`config.mk`:
```
export PLATFORM = sky130hd
export DESIGN_NAME = arb_mux
export DESIGN_NICKNAME = d
export VERILOG_FILES = /design/src/rtl/arb_mux.sv
export SDC_FILE = /design/constraint.sdc
export NUM_CORES = 1
export LEC_CHECK = 0
export ABC_AREA = 1
export BUFFER_PORTS_ARGS = -buffer_cell sky130_fd_sc_hd__buf_2
export CAP_MARGIN = 5
export CORE_ASPECT_RATIO = 0.5
export CORE_MARGIN = 1.5
export CORE_UTILIZATION = 50
export CTS_CLUSTER_SIZE = 14
export DETAILED_ROUTE_END_ITERATION = 6
export PLACE_DENSITY = 0.83
export SLEW_MARGIN = 20
export SYNTH_ARGS = -nofsm -noshare
export SYNTH_HDL_FRONTEND = slang
export SYNTH_SLANG_ARGS = --single-unit
export TNS_END_PERCENT = 20
```
`constraint.sdc`:
```
create_clock -name clk -period 6.8 [get_ports clk]
set_clock_uncertainty 0.15 [all_clocks]
set_input_delay 0.34 -clock clk [delete_from_list [all_inputs] [get_ports clk]]
set_output_delay 0.34 -clock clk [all_outputs]
set_load 0.01 [all_outputs]
```
`src/rtl/arb_mux.sv`:
```
// arb_mux: N-channel arbitrating mux feeding a registered valid/ready output stage.
// Define ARB_MUX_FIXED_PRIO_EN for lowest-index-wins priority; default build is round-robin.
module arb_mux #(
    parameter int WIDTH  = 16,
    parameter int NUM_CH = 8,
    parameter int SEL_W  = $clog2(NUM_CH)
) (
    input  logic                    clk,
    input  logic                    rst,
    input  logic [NUM_CH-1:0]       in_valid,
    input  logic [NUM_CH*WIDTH-1:0] in_data,
    output logic [NUM_CH-1:0]       in_ready,
    output logic                    out_valid,
    output logic [WIDTH-1:0]        out_data,
    output logic [SEL_W-1:0]        out_sel,
    input  logic                    out_ready
);
    localparam int PW = SEL_W + 1;

    logic              out_valid_q, out_valid_d;
    logic [WIDTH-1:0]  out_data_q, out_data_d;
    logic [SEL_W-1:0]  out_sel_q, out_sel_d;

    logic [SEL_W-1:0]  base;
    logic [NUM_CH-1:0] grant;
    logic [SEL_W-1:0]  grant_idx;
    logic [WIDTH-1:0]  grant_data;
    logic              load;
    logic              xfer;

`ifdef ARB_MUX_FIXED_PRIO_EN
    assign base = '0;
`else
    logic [SEL_W-1:0] rr_ptr_q, rr_ptr_d;

    assign base = rr_ptr_q;

    // Explicit wrap so non-power-of-two channel counts never reach unused indices.
    always_comb begin
        rr_ptr_d = rr_ptr_q;
        if (xfer) begin
            rr_ptr_d = (grant_idx == SEL_W'(NUM_CH - 1)) ? '0 : grant_idx + SEL_W'(1);
        end
    end

    always_ff @(posedge clk or posedge rst) begin
        if (rst) begin
            rr_ptr_q <= '0;
        end else begin
            rr_ptr_q <= rr_ptr_d;
        end
    end
`endif

    always_comb begin
        logic [PW-1:0] pos;
        grant      = '0;
        grant_idx  = '0;
        grant_data = '0;
        pos        = '0;
        for (int k = 0; k < NUM_CH; k++) begin
            pos = {1'b0, base} + PW'(k);
            if (pos >= PW'(NUM_CH)) begin
                pos = pos - PW'(NUM_CH);
            end
            if (grant == '0 && in_valid[pos[SEL_W-1:0]]) begin
                grant[pos[SEL_W-1:0]] = 1'b1;
                grant_idx             = pos[SEL_W-1:0];
            end
        end
        for (int k = 0; k < NUM_CH; k++) begin
            if (grant[k]) begin
                grant_data = in_data[k*WIDTH +: WIDTH];
            end
        end
    end

    assign load = !out_valid_q || out_ready;
    assign xfer = load && (grant != '0);

    // A producer waiting while reset is asserted must not see an accept.
    assign in_ready = grant & {NUM_CH{load && !rst}};

    always_comb begin
        out_valid_d = out_valid_q;
        out_data_d  = out_data_q;
        out_sel_d   = out_sel_q;
        if (load) begin
            out_valid_d = xfer;
            if (xfer) begin
                out_data_d = grant_data;
                out_sel_d  = grant_idx;
            end
        end
    end

    always_ff @(posedge clk or posedge rst) begin
        if (rst) begin
            out_valid_q <= 1'b0;
            out_data_q  <= '0;
            out_sel_q   <= '0;
        end else begin
            out_valid_q <= out_valid_d;
            out_data_q  <= out_data_d;
            out_sel_q   <= out_sel_d;
        end
    end

    assign out_valid = out_valid_q;
    assign out_data  = out_data_q;
    assign out_sel   = out_sel_q;

endmodule

```
### After elaboration in Yosys (flattened, before gate mapping)

Index checks and enable logic that the tools add are counted.
W data, S select, Z words.

* bits in registers: 23
* latch bits: 0
* memory bits (writable): 0
* memory bits (read-only): 0
* input bits: 139
* memories: 0

* add/subtract/negate cells: 16
* multipliers: 0
* div/mod/pow operators: 0
* $lt $le $gt $ge: 24
* equality and inequality tests: 1
* shift-type cells: 0
* multiplexer cells: 65
* bitwise logic cells: 8
* reduce and logical (&&, ||, !) cells: 29

Operators by type and width (count)
* $mux W16: 8
* $mux W8: 8
* $logic_not A8 Y1: 7
* $or A8 B8 Y8: 7
* $mux W3: 17
* $lt A3 B4 Y1 const B: 8
* $ge A4 B4 Y1 const B: 7
* $bmux W1 S3: 8
* $demux W1 S3: 8
* $ge A3 B1 Y1 const B: 8
* $sub A3 B1 Y3 const B: 8
* $logic_and A1 B1 Y1: 17
* $add A3 B3 Y4 const B: 4
* $mux W1: 16
* $add A3 B2 Y4 const B: 2
* $and A8 B8 Y8: 1
* $reduce_bool A8 Y1: 1
* $add A3 B1 Y4 const B: 1
* $ge A3 B4 Y1 const B: 1
* $add A3 B1 Y3 const B: 1
* $eq A3 B3 Y1 const B: 1
* $logic_not A1 Y1: 2
* $reduce_and A2 Y1: 1
* $logic_or A1 B1 Y1: 1

### Longest topological paths before layout

Gate-level depths: netlist of run 1.

* depth in word-level cells: 36
* gate-level depth with buffers: 56
* depth with buffers taken out: 50

### Worst setup path before layout of run 1

OpenSTA, ideal clock, no wires.

* kind: register to output
* start point: register (tool-made name)
* end point: output in_ready[7]
* data arrival time: 5.086 ns
* path slack: 1.224 ns
* cell stages (with the launch flop): 43
* path buffers: 7
* cell sequence: dfrtp_1 -> inv_2 -> buf_4 -> ha_1 -> clkbuf_2 -> inv_2 -> clkbuf_1 -> nand3_1 -> o21ai_1 -> nor2_1 -> nand2_2 -> nor2_2 -> buf_6 -> nand2_2 -> nand2_1 -> nor2_1 -> nand2_1 -> nor2_4 -> [7 not listed] -> nand3_1 -> nor2_4 -> nand3_1 -> nand2_1 -> nor2_1 -> nand2_1 -> nor2_1 -> buf_6 -> a21oi_2 -> nand3_1 -> nor2_1 -> nand2_1 -> inv_2 -> nand2_1 -> nand2_1 -> inv_2 -> buf_2 -> nor2_1

RTL lines
* to (decl): line 12 `output logic [NUM_CH-1:0] in_ready,`

### Final worst setup path of run 1

* start point: register rr_ptr_q[1] (netlist: base[1])
* end point: output in_ready[5]

* cells in the longest elaborated chain, start to end: 29

Ends and longest elaborated chain
* from (decl): line 34 `logic [SEL_W-1:0] rr_ptr_q, rr_ptr_d;`
* from (signal assigned): line 50 `rr_ptr_q <= rr_ptr_d;`
* parallel branches: the longest is 27 deep, another holds $add A3 B1 Y4
* $mux W8 (*): line 66 `if (grant == '0 && in_valid[pos[SEL_W-1:0]]) begin`
* $and A8 B8 Y8 (*): line 82 `assign in_ready = grant & {NUM_CH{load && !rst}};`

Mark *: on every way between the ends. The select of a mux whose other input is x is not followed.

==> flow_summary_export.csv, run 1 <==
group,metric,value,unit
status,status,"finished, final reports clean",
cells_and_area,multi_input_area,3030,um^2
drt,wirelength_met1,6.17,mm
logic_synthesis,synth_area_leader_cell,"nand2_1",
logic_synthesis,synthArstFlopShare,100,%
drt,wl_met3,1.32,mm
place,gp_congestion,1.04,
cts,cts_tree,"done",
floorplanning,ios,167,
logic_synthesis,yosysSeqAreaShare,14.5,%
logic_synthesis,syn_area_per_cell,5.04,um^2
floorplanning,die-area,8510,um^2
logic_synthesis,synth_top_flop_cell,"dfrtp_1",
cells_and_area,final_cell_area,5180,um^2
drt,ant_nets,0,
grt,grt_max_degree,34,
sta,setup_viol,0,
cells_and_area,antenna_cells,0,
cells_and_area,final_nets,1105,
cells_and_area,drive_gt1_share,26.2,%
sta,worst_pin_slew,936,ps
setup_path,crit_fanout,17,
sta,drv_slew,0,
drt,top_layer,"met4",
logic_synthesis,synth_top_family_by_area,"simple AND/OR/NAND/NOR gates",
drt,vias,5642,
logic_synthesis,yosys.area_share.simple,58.1,%
logic_synthesis,synth.area.mux_share,0,%
setup_path,critical_path_class,"flip-flop to primary output",
logic_synthesis,synth-edff-count,0,
logic_synthesis,synth_compound_area_share,14.0,%
cts,root_buffer,"clkbuf_16",
setup_path,max_stage_delay,450,ps
setup_path,r2r_end,"out_data[4]$_DFFE_PP0P_",
cts,insertion_delay,260,ps
sta,setup_tns,0,ps
setup_path,slowest_stage,"dfrtp_2",
floorplanning,initial_core_util,52.8,%
floorplanning,core.rowCount,22,
sta,fmax,158,MHz
logic_synthesis,synth-adder-area-share,2.21,%
setup_path,cp.arrival,5830,ps
drt,remaining_drc_errors,0,
flow_run,cap_viol_max_count,0,
logic_synthesis,synth_area,3970,um^2
drt,wl_per_cell,13.9,um
setup_path,crit_top_cell,"nand2_1",
sta,finalCritPeriodShare,92.9,%
sta,rsz0062_at_grt,"true",
cells_and_area,n_fill_cell,702,
setup_path,worstRegToRegCells,47,
cells_and_area,ff_latch_area,577,um^2
cts,htree_levels,1,
floorplanning,fp.dieW,129,um
logic_synthesis,ys_seq_elements,23,
grt,grtUsageTotal,34.9,%
cells_and_area,area_growth,30.6,%
logic_synthesis,synth_fp_nets,933,
cts,clock_sinks,23,
sta,hold_ws,130,ps
grt,grt_first_pass_wirelength,23.7,mm
cts,holdBufCountCts,0,
drt,route.met2.wl,6.93,mm
setup_path,end_kind,"primary output",
drt,wirelength,14.9,mm
grt,grt_pass1_vias,5008,
floorplanning,chipHeight,66.0,um
logic_synthesis,synthTopCellsByArea,"nand2_1 (32%), dfrtp_1 (15%), nor2_1 (13%)",
cts,clk_path_buf_depth,2,
place,dpl-instance-area,4970,um^2
logic_synthesis,ys_types,37,
setup_path,critPathCapture,"in_ready[5]",
drt,drt_iter0_markers,583,
sta,slew_headroom,37.5,%
setup_path,startpoint,"base[1]$_DFFE_PP0P_",
cts,numCtsBuffers,3,
setup_path,worstReg2RegStart,"base[1]$_DFFE_PP0P_",
grt,grt_antenna_before_repair,0,
drt,via_per_inst,5.29,
min_path,hold_class,"input port to async pin",
floorplanning,core-area,7510,um^2
setup_path,crit_required,6310,ps
sta,fin_crit,6320,ps
sta,final-hold-violation-count,0,
cts,clk_pin_slew,60,ps
grt,grt_overflow,0,
setup_path,startpoint_type,"flip-flop",
place,place_hpwl,11.6,mm
place,port-buffer-count,166,
logic_synthesis,synth_top_area_share,31.8,%
logic_synthesis,synth_xor_area_share,0.221,%
logic_synthesis,ys_warn_count,0,
setup_path,r2r_setup_slack,600,ps
logic_synthesis,netlist_instances,787,
drt,drtPass1Iterations,6,
==> metal layers <==
| metal | global-route usage [%] | vias up |
|---|---|---|
| met3 | 6.88 | 47 |
| met2 | 60.9 | 300 |
| met4 | 10.1 | 0 |
| met5 | 0 | - |
| li1 | - | 2815 |
| met1 | 44.1 | 2480 |
==> cell families (layout without fill, tap and decap cells) <==
group | count (synthesis) | count (layout)
AND/OR/NAND/NOR | 565 | 565
flip-flops | 23 | 23
buffers and inverters | 94 | 265
XOR/XNOR | 1 | 1
AO/OA/AOI/OAI | 97 | 97
adder cells (fa/ha/maj) | 7 | 7
==> stage by stage <==
step | setup WS (ps) | utilization [%] | std cells
after floorplan | 1220 | - | 787
after global placement | 239 | 66.1 | 1057
after detailed placement | 326 | 66.1 | 1057
after CTS | 13.7 | 67.2 | 1061
after global routing | -43.5 | 68.9 | 1066
final | 480 | 68.9 | 1066
==> synth_stat cells, types with 11 or more instances <==
library cell / number
inv_1: 49
nand2_1: 336
dfrtp_1: 23
inv_2: 11
nand3_1: 50
o21ai_0: 13
nor3_1: 15
nor2_1: 139
buf_2: 15
a21oi_1: 62
==> cell usage in the layout, fill, tap and decap left out, drive strengths merged <==
| master | netlist | routed |
|---|---|---|
| o21ai | 21 | 21 |
| and2 | 2 | 2 |
| buf | 24 | 198 |
| or2 | 1 | 1 |
| dfrtp | 23 | 23 |
| a31oi | 1 | 1 |
| nor2 | 144 | 144 |
| nand3b | 4 | 4 |
| xor2 | 1 | 1 |
| inv | 60 | 60 |
| o221ai | 2 | 2 |
| nor3 | 15 | 15 |
| nand3 | 52 | 52 |
| clkinv | 2 | 3 |
| a2bb2oi | 1 | 1 |
| a21oi | 67 | 67 |
| ha | 7 | 7 |
| clkbuf | 8 | 4 |
| nand4 | 2 | 2 |
| nand2 | 345 | 345 |
| o211ai | 5 | 5 |
==> worst min-delay path by stage <==
stage / start / slack (ps) / end
floorplan: rst / 200 / async pin
global placement: out_data[6]$_DFFE_PP0P_ / 310 / out_data[6]$_DFFE_PP0P_
detailed placement: out_data[8]$_DFFE_PP0P_ / 310 / out_data[8]$_DFFE_PP0P_
CTS: rst / 160 / out_data[2]$_DFFE_PP0P_
global route: rst / 240 / out_data[10]$_DFFE_PP0P_
finish: rst / 130 / out_data[2]$_DFFE_PP0P_
==> final cells by class <==
type | instances | share of cell area, %
multi-input cells | 670 | 58.4
repair buffers | 199 | 21.7
flip-flops and latches | 23 | 11.1
inverters | 62 | 4.56
well taps | 108 | 2.61
clock buffers | 3 | 1.45
clock inverters | 1 | 0.0966
==> critical path: cells and delay by family (launching register included) <==
kind	cells	cell delay (ps)
and+or+nand+nor	32	3420
buffers and inverters	8	1120
DFF	1	450
AOI/OAI and AO/OA	2	350
adders and majority gates	1	210
==> sequential cells by signal, indices dropped and copies added, names as in the netlist, named ones only <==
signal     count
base           2
out_data      16
out_sel        3
out_valid      1
==> timing repair <==
action / CTS / global route
buffers inserted: 0 / 4
gates resized for setup: 0 / 21
setup endpoints to repair: 0 / 31
Power of run 1 is not shown: default switching activity piles up to over one toggle a cycle in this logic, so the estimate is an artifact.
==> inputs of run 2 (changes only) <==
Settings changed: ABC_AREA 1 to default, PLACE_DENSITY 0.83 to 0.82.
==> run 2 against run 1 <==
Net effect: utilization down 4.3 points; clock-buffer cell count increased by 1; cell count fell by 23%; fmax shrank 1.4%; via count fell by 1.1%; critical path type is now flip-flop to flip-flop; first-iteration DRC count up 34%; critical endpoint is now out_data[14]$_DFFE_PP0P_; global-route usage up 2.2 points; critical path depth down 25; non-clock buffer count down 9.
==> flow_summary_export.csv, run 2 <==
group,metric,value,unit
drt,wirelength_met1,7.06,mm
min_path,hold_class,"input port to async pin",
floorplanning,core-area,8120,um^2
drt,wl_per_cell,21.8,um
logic_synthesis,synth-edff-count,0,
sta,drv_slew,0,
setup_path,slowest_stage,"a2111oi_2",
setup_path,worstRegToRegCells,18,
logic_synthesis,ys_types,78,
logic_synthesis,syn_area_per_cell,7.62,um^2
setup_path,crit_required,6790,ps
drt,drtPass1Iterations,6,
cts,htree_levels,1,
cells_and_area,drive_gt1_share,33.0,%
drt,ant_nets,0,
setup_path,critical_path_class,"flip-flop to flip-flop",
sta,fin_ws,390,ps
sta,hold_ws,127,ps
grt,grt_pass1_vias,4848,
setup_path,max_stage_delay,790,ps
drt,route.met2.wl,8.13,mm
sta,fin_crit,6410,ps
cts,cts_tree,"done",
setup_path,crit_top_cell,"nor2_1",
setup_path,worstReg2RegStart,"base[2]$_DFFE_PP0P_",
drt,wirelength,17.8,mm
cts,insertion_delay,250,ps
cts,numCtsBuffers,3,
cells_and_area,final_cell_mix,"buf_2 (166), a21oi_1 (69), nor2_1 (67), nand2_1 (42), a221oi_1 (32)",
place,port-buffer-count,166,
sta,fmax,156,MHz
setup_path,cp_cell_sequence,"inv_1 -> ha_1 -> nor2_1 -> nand2_1 -> a2111oi_2 -> or3_1 -> nor2_1 -> o41ai_1 -> nor2_1 -> o211ai_2 -> nor4_2 -> buf_4 -> a221oi_2 -> buf_4 -> nand2_1 -> a221oi_1 -> o31a_1 -> a21oi_1",
cts,postCtsSetupRepairBufs,0,
cts,clk_pin_slew,60,ps
cts,holdBufCountCts,0,
drt,vias,5582,
floorplanning,fp.dieW,133,um
cells_and_area,final_common_cell,"buf_2",
setup_path,r2r_end,"out_data[14]$_DFFE_PP0P_",
cells_and_area,final_nets,852,
logic_synthesis,synthTopCellsByArea,"dfrtp_1 (14%), a21oi_1 (8.1%), a221oi_1 (6.6%)",
setup_path,cp.arrival,6400,ps
floorplanning,chipHeight,68.2,um
setup_path,startpoint,"base[2]$_DFFE_PP0P_",
drt,remaining_drc_errors,0,
logic_synthesis,synth_top_area_share,13.5,%
logic_synthesis,ys_warn_count,0,
floorplanning,die-area,9100,um^2
cts,clock_sinks,23,
logic_synthesis,yosysSeqAreaShare,13.5,%
drt,top_layer,"met4",
sta,final-hold-violation-count,0,
cells_and_area,area_growth,23.5,%
sta,rsz0062_at_grt,"false",
logic_synthesis,synth_top_flop_cell,"dfrtp_1",
status,status,"finished, final reports clean",
flow_run,cap_viol_max_count,0,
sta,slew_headroom,39.0,%
cts,cts_resized,0,
cells_and_area,n_fill_cell,734,
logic_synthesis,synth.most_common_cell,"a21oi_1",
cts,root_buffer,"clkbuf_16",
setup_path,r2r_setup_slack,390,ps
grt,grt_max_degree,34,
floorplanning,core.rowCount,23,
setup_path,startpoint_type,"flip-flop",
drt,drt_iter0_markers,784,
setup_path,crit_fanout,18,
floorplanning,ios,167,
floorplanning,initial_core_util,52.4,%
drt,via_per_inst,6.83,
grt,grt_first_pass_wirelength,26.2,mm
sta,setup_viol,0,
drt,wl_met3,1.80,mm
cells_and_area,antenna_cells,0,
cells_and_area,largest_reg_flops,16,
logic_synthesis,netlist_instances,558,
grt,grtUsageTotal,37.2,%
sta,setup_tns,0,ps
logic_synthesis,synthArstFlopShare,100,%
grt,grt_overflow,0,
sta,finalCritPeriodShare,94.3,%
logic_synthesis,ys_seq_elements,23,
logic_synthesis,synth_area,4250,um^2
setup_path,end_kind,"flip-flop",
logic_synthesis,synth_area_leader_cell,"dfrtp_1",
grt,grt_antenna_before_repair,0,
cts,clk_path_buf_depth,2,
place,place_hpwl,13.9,mm
logic_synthesis,synth_fp_nets,704,
logic_synthesis,yosys-top-cells-count,"a21oi_1 (69), nor2_1 (67), nand2_1 (42)",
sta,worst_pin_slew,914,ps
place,gp_congestion,0.985,
place,pre_cts_ws,624,ps
setup_path,critPathCapture,"out_data[14]$_DFFE_PP0P_",
run 2: cell count changes in the layout (fill, tap and decap cells not counted), moves of 12 or more:
cell,delta
a221oi_1,+32
inv_1,-44
mux2i_1,+27
mux4_2,+12
nand2_1,-293
nand2b_1,+19
nand3_1,-31
nor2_1,-72
nor4_1,+22
o31a_1,+17
run 2: kinds of logic (layout without fill, tap and decap cells):
group	Yosys count	after routing	synth area share (%)
AND/OR/NAND/NOR	219	219	26.5
flip-flops	23	23	13.5
multiplexers	50	50	16.0
adder cells (fa/ha/maj)	7	7	2.06
AO/OA/AOI/OAI	201	201	34.4
buffers and inverters	53	200	6.24
XOR/XNOR	5	5	1.21
run 2: critical path, delay by kind of cell, from the launching register on:
kind | cells | cell delay (ps)
simple gates | 7 | 1450
fa+ha+maj | 1 | 380
compound gates | 7 | 2960
flops | 1 | 620
buf+inv | 3 | 710
run 2: how the worst min path moves through the flow:
stage	startpoint	endpoint
floorplan	rst	async pin
global placement	out_sel[2]$_DFFE_PP0P_	out_sel[2]$_DFFE_PP0P_
detailed placement	out_sel[2]$_DFFE_PP0P_	out_sel[2]$_DFFE_PP0P_
CTS	rst	out_data[3]$_DFFE_PP0P_
global route	rst	out_data[1]$_DFFE_PP0P_
finish	rst	out_data[13]$_DFFE_PP0P_
run 2: metrics by stage:
stage	cell area, um^2	std cells	util [%]
3_3_place_gp	5170	813	63.7
2_1_floorplan	4250	558	-
5_1_grt	5250	817	64.7
4_1_cts	5250	817	64.7
3_5_place_dp	5170	813	63.7
6_report	5250	817	64.7
run 2: layout make-up:
cell class / count / area [um^2] / area share [%]
clock buffers: 4 / 78.8 / 1.50
flip-flops and latches: 23 / 576 / 11.0
repair buffers: 190 / 1020 / 19.5
well taps: 112 / 140 / 2.67
multi-input cells: 482 / 3410 / 64.9
inverters: 6 / 22.5 / 0.429
run 2: layer usage:
layer  track usage [%]  vias up
met5                 0        -
met1              47.9     2617
li1                  -     2495
met4              15.5        0
met2              62.8      398
met3              6.81       72
Power of run 2 is left out for the same reason.
